===== config.mk =====
export PLATFORM = sky130hd
export DESIGN_NAME = bcd_counter_display_flat
export DESIGN_NICKNAME = d
export VERILOG_FILES = /design/src/rtl/bcd_disp_pkg.sv /design/src/rtl/bcd_counter_display_if.sv /design/src/rtl/key_debounce.sv /design/src/rtl/bcd_counter_display.sv /design/src/flat_wrapper.sv
export SDC_FILE = /design/constraint.sdc
export NUM_CORES = 1
export LEC_CHECK = 0
export ABC_CLOCK_PERIOD_IN_PS = 6200
export BUFFER_PORTS_ARGS = -buffer_cell sky130_fd_sc_hd__buf_2
export CAP_MARGIN = 40
export CORE_MARGIN = 3
export CORE_UTILIZATION = 60
export DETAILED_ROUTE_END_ITERATION = 10
export PLACE_DENSITY = 0.8
export SETUP_SLACK_MARGIN = 0.3
export SYNTH_ARGS = -nofsm -noshare
export SYNTH_HDL_FRONTEND = slang
export SYNTH_HIERARCHICAL = 1
export SYNTH_SLANG_ARGS = --single-unit

===== constraint.sdc =====
create_clock -name clk -period 6.2 [get_ports clk]
set_input_delay 0.31 -clock clk [delete_from_list [all_inputs] [get_ports clk]]
set_output_delay 0.31 -clock clk [all_outputs]
set_load 0.1 [all_outputs]

===== src/rtl/bcd_disp_pkg.sv =====
// bcd_disp_pkg: shared BCD digit type, 7-segment patterns and the BCD-to-segment lookup
package bcd_disp_pkg;
  typedef logic [3:0] bcd_t;
  localparam logic [6:0] SEG_BLANK = 7'h00;
  localparam logic [6:0] SEG_DIGIT [0:9] = '{7'h3F, 7'h06, 7'h5B, 7'h4F, 7'h66, 7'h6D, 7'h7D, 7'h07, 7'h7F, 7'h6F};
  function automatic logic [6:0] bcd_to_seg(input bcd_t d);
    return (d > 4'd9) ? SEG_BLANK : SEG_DIGIT[d];
  endfunction
endpackage


===== src/rtl/bcd_counter_display_if.sv =====
// bcd_counter_display_if: board-pin bundle (keys in; seg, dig, count_bcd, ovf out); master = counter side
interface bcd_disp_if #(parameter int NDIG = 4);
  logic key_up_n;
  logic key_dn_n;
  logic [7:0] seg;
  logic [NDIG-1:0] dig;
  logic [4*NDIG-1:0] count_bcd;
  logic ovf;
  modport master (input key_up_n, key_dn_n, output seg, dig, count_bcd, ovf);
  modport slave (output key_up_n, key_dn_n, input seg, dig, count_bcd, ovf);
endinterface


===== src/rtl/key_debounce.sv =====
// key_debounce: clk, rst, tick, key_n (raw, active-low) in; press = one-clk pulse when a debounced press is accepted
module key_debounce #(
  parameter int DEB_TICKS = 4
) (
  input  logic clk,
  input  logic rst,
  input  logic tick,
  input  logic key_n,
  output logic press
);
  logic sync1_q, sync2_q, stable_q, stable_d;
  logic [3:0] run_q, run_d;
  always_comb begin
    stable_d = stable_q;
    run_d = run_q;
    press = 1'b0;
    if (tick) begin
      if (sync2_q == stable_q) run_d = '0;
      else if (run_q == 4'(DEB_TICKS - 1)) begin
        stable_d = sync2_q;
        run_d = '0;
        press = ~sync2_q;
      end else run_d = run_q + 4'd1;
    end
  end
  always_ff @(posedge clk) begin
    if (rst) begin
      sync1_q <= 1'b1;
      sync2_q <= 1'b1;
      stable_q <= 1'b1;
      run_q <= '0;
    end else begin
      sync1_q <= key_n;
      sync2_q <= sync1_q;
      stable_q <= stable_d;
      run_q <= run_d;
    end
  end
endmodule


===== src/rtl/bcd_counter_display.sv =====
// bcd_counter_display: clk, rst, bus (keys in; seg, dig, count_bcd, ovf out) -- debounced BCD up/down counter with scanned display
module bcd_counter_display
  import bcd_disp_pkg::*;
#(
  parameter int NDIG = 4,
  parameter int TICK_DIV = 67500,
  parameter int DEB_TICKS = 4,
  parameter int BLANK_LZ = 1
) (
  input logic clk,
  input logic rst,
  bcd_disp_if.master bus
);
  localparam int TW = TICK_DIV > 1 ? $clog2(TICK_DIV) : 1;
  localparam int IW = NDIG > 1 ? $clog2(NDIG) : 1;
  logic [TW-1:0] tick_q, tick_d;
  logic [IW-1:0] idx_q, idx_d;
  logic [4*NDIG-1:0] count_q, count_d, inc_v, dec_v;
  logic [NDIG-1:0] dig_q, dig_d;
  logic [7:0] seg_q, seg_d;
  logic tick, up, dn, ovf_q, ovf_d, all9, all0, hi_zero;
  bcd_t cur;
  key_debounce #(.DEB_TICKS(DEB_TICKS)) u_up (.clk, .rst, .tick, .key_n(bus.key_up_n), .press(up));
  key_debounce #(.DEB_TICKS(DEB_TICKS)) u_dn (.clk, .rst, .tick, .key_n(bus.key_dn_n), .press(dn));
  always_comb begin
    tick = tick_q == TW'(TICK_DIV - 1);
    tick_d = tick ? '0 : tick_q + TW'(1);
    all9 = 1'b1;
    all0 = 1'b1;
    inc_v = count_q;
    dec_v = count_q;
    for (int i = 0; i < NDIG; i++) begin
      inc_v[4*i+:4] = all9 ? (count_q[4*i+:4] == 4'd9 ? 4'd0 : count_q[4*i+:4] + 4'd1) : count_q[4*i+:4];
      dec_v[4*i+:4] = all0 ? (count_q[4*i+:4] == 4'd0 ? 4'd9 : count_q[4*i+:4] - 4'd1) : count_q[4*i+:4];
      all9 = all9 && count_q[4*i+:4] == 4'd9;
      all0 = all0 && count_q[4*i+:4] == 4'd0;
    end
    count_d = (up && !dn) ? inc_v : (dn && !up) ? dec_v : count_q;
    ovf_d = ovf_q | (up & ~dn & all9) | (dn & ~up & all0);
    idx_d = tick ? (idx_q == IW'(NDIG - 1) ? '0 : idx_q + IW'(1)) : idx_q;
    cur = count_d[4*idx_d+:4];
    hi_zero = 1'b1;
    for (int i = 0; i < NDIG; i++)
      if (i >= int'(idx_d) && count_d[4*i+:4] != 4'd0) hi_zero = 1'b0;
    dig_d = ~(NDIG'(1) << idx_d);
    seg_d = {idx_d == '0 ? ovf_d : 1'b0,
             (BLANK_LZ != 0 && idx_d != '0 && hi_zero) ? SEG_BLANK : bcd_to_seg(cur)};
  end
  always_ff @(posedge clk) begin
    if (rst) begin
      tick_q <= '0;
      idx_q <= '0;
      count_q <= '0;
      ovf_q <= 1'b0;
      dig_q <= ~NDIG'(1);
      seg_q <= 8'h3F;
    end else begin
      tick_q <= tick_d;
      idx_q <= idx_d;
      count_q <= count_d;
      ovf_q <= ovf_d;
      dig_q <= dig_d;
      seg_q <= seg_d;
    end
  end
  assign bus.count_bcd = count_q;
  assign bus.ovf = ovf_q;
  assign bus.dig = dig_q;
  assign bus.seg = seg_q;
endmodule


===== src/flat_wrapper.sv =====
// flat-port wrapper written by rule: the top's interface ports become plain ports
module bcd_counter_display_flat import bcd_disp_pkg::*;
#(
  parameter int NDIG = 4,
  parameter int TICK_DIV = 67500,
  parameter int DEB_TICKS = 4,
  parameter int BLANK_LZ = 1
)
  (clk, rst, bus_key_up_n, bus_key_dn_n, bus_seg, bus_dig, bus_count_bcd, bus_ovf);
  bcd_disp_if #(.NDIG(NDIG)) bus_i ();
  input logic clk;
  input logic rst;
  input wire logic [$bits(bus_i.key_up_n)-1:0] bus_key_up_n;
  input wire logic [$bits(bus_i.key_dn_n)-1:0] bus_key_dn_n;
  output wire logic [$bits(bus_i.seg)-1:0] bus_seg;
  output wire logic [$bits(bus_i.dig)-1:0] bus_dig;
  output wire logic [$bits(bus_i.count_bcd)-1:0] bus_count_bcd;
  output wire logic [$bits(bus_i.ovf)-1:0] bus_ovf;
  assign bus_i.key_up_n = bus_key_up_n;
  assign bus_i.key_dn_n = bus_key_dn_n;
  assign bus_seg = bus_i.seg;
  assign bus_dig = bus_i.dig;
  assign bus_count_bcd = bus_i.count_bcd;
  assign bus_ovf = bus_i.ovf;
  bcd_counter_display #(.NDIG(NDIG), .TICK_DIV(TICK_DIV), .DEB_TICKS(DEB_TICKS), .BLANK_LZ(BLANK_LZ)) u_core (.clk(clk), .rst(rst), .bus(bus_i));
endmodule

==> results.md <==
Status:
- The run finished with clean final reports.

Synthesis:
- The mean instance size in the synthesized netlist is roughly 8.3 sq um.
- The netlist uses 82 different library cells.
- The number of enable flip-flop cells after synthesis is 0.
- For this run, the register share of the synthesized area comes to 33.7%.
- The most used flip-flop cell after synthesis is dfxtp_1.
- For this run, the number of Yosys warnings is 6.
- Summing every instance area after synthesis gives 3680 sq um.
- When the netlist entered floorplanning its net count stood at 458.
- The register bit count reported by yosys is a little over 60.
- After synthesis, the share of flip-flops with an asynchronous set or reset is 0%.
- Synthesis produced a netlist whose cell count is between 400 and 500.

Routing:
- The total routed wirelength is 8740 um.
- The routed layout has 3,448 vias.
- Once detail routing completed, the nets flagged for antenna violations numbered 0.
- The per-cell routed wire length is 16.0 um.
- After detailed routing, the number of vias per cell comes to roughly 6.3.
- The total DRC errors in the routed layout is 0.
- The first detailed-routing pass took 6 iterations.
- For this block, the initial DRC count from the detailed router was 488.

Worst hold path:
- The origin of the worst min-delay path is bus_key_dn_n.
- The number of cells on the worst hold path is 2.
- The end point of the most critical hold path is u_core/u_dn/sync1_q.
- The class of the tightest hold or removal check is in2reg.

Power and ir drop:
- The static leakage power is 1.51 nW.
- Dividing total power by cell area gives a power density of 198 nW/um^2.
- The peak ir drop on the vdd network is 0.183 mV.

Critical path:
- In this run the critical register-to-register path is captured at u_core/bus.seg[0].
- The endpoint required time on the critical path is approximately 6400 ps.
- The startpoint kind of the worst setup timing path is a flop.
- The critical path is of the reg2reg type.
- The capturing element type of the critical path is a flop.
- The startpoint identified for the worst register-to-register timing path is u_core/tick_q[12].
- The internal reg-to-reg setup slack is between 1000 and 1500 ps.
- The data arrival time of the critical path is 5410 ps.
- The largest fanout on the critical path is 11.
- The depth of the most critical reg-to-reg path is 18.

GRT:
- The initial antenna violation count came to 0.
- The largest net degree at the start of global routing is 42.
- The number of global-route vias before repair was approximately 3,100.
- The first global-routing pass estimated 14,800 um of wire.
- In the global route stage, overall resource usage came out at 25.0%.
- The leftover overflow at the end of global routing is 0.

STA:
- In the final timing run, aggregate negative setup slack is 0 ps.
- Dividing the final minimum period by the clock period gives between 80 and 90%.
- The time the worst path needs with I/O delays and setup is 5170 ps.
- Setup repair after global routing left no endpoint under its margin.
- Setup violations remaining at the end of the flow were counted as 0.
- The achievable clock frequency is 193 MHz.
- The transition time at the pin with the least slew margin is 768 ps.
- Across the routed clock network, the largest skew measured is 4.37 ps.
- The worst slew margin relative to its limit is 48.8%.
- The number of hold violations in the final report was 0.
- The least setup slack across all paths after layout is between 1000 and 1500 ps.
- The final count of pins violating max slew is 0.

Clock network:
- The number of levels in the clock H-tree is 3.
- Clock latency on the worst-skew pair, taken at its later pin, is 340 ps.
- TritonCTS built the clock tree.
- The longest clock path from root to sink contains 2 buffers.
- The tree is rooted in a clkbuf_8.
- The number of buffers added by the clock tree synthesis step is 9.
- Clock-pin slew was measured on the worst setup and hold paths at 70 ps.
- In this run the post-CTS setup repair buffer count came out at 0.
- The number of buffers added to fix hold violations after cts is 0.
- The number of gates resized after CTS was 0.
- The clock net in this run drives a total of 62 sinks.

Placement:
- Summed over all nets, the half-perimeter wirelength after detailed placement is 5970 um.
- The final estimated routing congestion in global placement is slightly below 0.9.
- OpenSTA, run right after detailed placement, puts the worst setup slack at 1260 ps.
- The count of input and output buffers is 32.

Floorplan:
- The area of the core is 5710 sq um.
- The effective utilization at floorplan is 64.5%.
- The die covers ~7100 sq um.
- The die is between 80 and 90 um tall.
- The total number of placement rows is 27.
- Measured along the x axis, the die boundary spans 84.3 um.
- For this design the top-level I/O count stands at 33.

Cells and area:
- The number of fillers in the final layout is between 400 and 500.
- The number of antenna diodes is 0.
- The number of nets in the layout is 483.
- In the layout the commonest cells are 62 x dfxtp_1, 55 x nor2_1, 34 x nand2_1.
- The core occupancy in the finished layout is ~70%.
- The most common library cell in the layout ignoring fill and taps is dfxtp_1.
- The area overhead of the layout relative to synthesis is 10.8%.
- Of the cells placed in the final design, the portion with a size suffix greater than 1 is 17.7%.

Job:
- Max-cap violations in this run came to 0.
==> logic make-up (layout without fill, tap and decap cells) <==
family,after synthesis,in the layout,synth area share [%]
and+or+nand+nor,202,202,31.1
adders and majority gates,10,10,3.40
muxes,7,7,2.01
DFF,62,62,33.7
xor gates and xnor gates,21,21,5.40
AOI/OAI and AO/OA,97,97,19.1
buffers and inverters,45,75,5.20
==> how the worst max path moves through the flow <==
stage	from	to	depth (start not counted)	slack [ps]
finish	u_core/tick_q[12]	u_core/bus.seg[0]	18	1030
global route	u_core/tick_q[12]	u_core/bus.seg[0]	18	660
CTS	u_core/tick_q[12]	u_core/bus.seg[0]	18	1120
detailed placement	u_core/tick_q[12]	u_core/bus.seg[0]	18	1260
global placement	u_core/tick_q[12]	u_core/bus.seg[0]	18	1440
floorplan	u_core/tick_q[12]	u_core/bus.seg[0]	17	1200
==> stage by stage <==
step	total power, mW	std cells	hold slack, ps	cell area [sq um]
final	0.806	546	152	4080
after global routing	0.834	546	143	4080
after CTS	0.814	546	136	4080
after detailed placement	0.427	530	398	3860
after global placement	0.425	529	395	3850
after floorplan	0.421	444	379	3680
==> sequential cells by signal (all words and copies together) (netlist names), 2 cells and up <==
signal	flops
u_core/tick_q	17
u_core/bus.count_bcd	16
u_core/idx_q	2
u_core/bus.seg	8
u_core/u_up/run_q	4
u_core/bus.dig	4
u_core/u_dn/run_q	4
==> final cells by class <==
class	count	area, sq um	area share, %
multi-input cells	337	2250	55.1
flip-flops and latches	62	1240	30.4
repair buffers	37	201	4.94
clock buffers	12	145	3.56
well taps	72	90.1	2.21
inverters	22	82.6	2.02
clock inverters	4	70.1	1.72
==> per-layer routing <==
layer / GRT usage (%) / wire (um)
met1: 31.0 / 3780
met2: 40.9 / 4240
met3: 5.69 / 511
met4: 12.3 / 208
met5: 0 / 0
==> cell usage after synthesis (all sizes together), types with 3 or more instances <==
master | count | area share (%)
nand4b | 4 | 0.95
xnor2 | 9 | 2.1
or3 | 10 | 1.8
nor4 | 9 | 2.5
inv | 22 | 2.2
a21oi | 20 | 2.7
dfxtp | 62 | 34
mux2 | 3 | 0.92
nor2b | 5 | 0.85
ha | 10 | 3.4
mux2i | 4 | 1.1
and3 | 8 | 1.4
nor2 | 56 | 5.8
nor4b | 3 | 1.1
clkbuf | 16 | 1.6
nand2b | 4 | 0.68
xor2 | 12 | 3.3
o311ai | 5 | 1.2
and4 | 4 | 0.95
nand3 | 20 | 2.7
o211ai | 6 | 1.2
a21boi | 3 | 0.61
nor3 | 6 | 0.82
nand4 | 12 | 2.0
nand2 | 37 | 4.0
or4 | 4 | 0.92
buf | 7 | 1.3
o32ai | 5 | 1.2
or3b | 3 | 0.85
o21ai | 20 | 2.8
o21a | 4 | 1.0
a211oi | 4 | 0.95
or2 | 7 | 1.2
a32oi | 3 | 0.71
==> report_power, final <==
| group | switching, mW | internal (mW) | leakage, nW | total (mW) |
|---|---|---|---|---|
| combinational | 0.00965 | 0.00439 | 0.898 | 0.0140 |
| sequential | 0.00241 | 0.401 | 0.501 | 0.404 |
| clock | 0.152 | 0.236 | 0.110 | 0.388 |
==> worst max-delay path, stage by stage, from the launching register on <==
cell and delay (ps):
dfxtp_1 360, nor4b_1 350, nand3_1 320, nor4_1 350, buf_4 200, nand2_1 90, nor3_1 180, buf_4 190
or4b_4 520, or3_1 410, a221oi_1 360, a31oi_1 140, mux2_2 310, o22ai_2 240, inv_1 140, ha_1 250
o221ai_1 300, a2bb2oi_1 150, a31o_1 190
(Power assumes the default switching activity.)
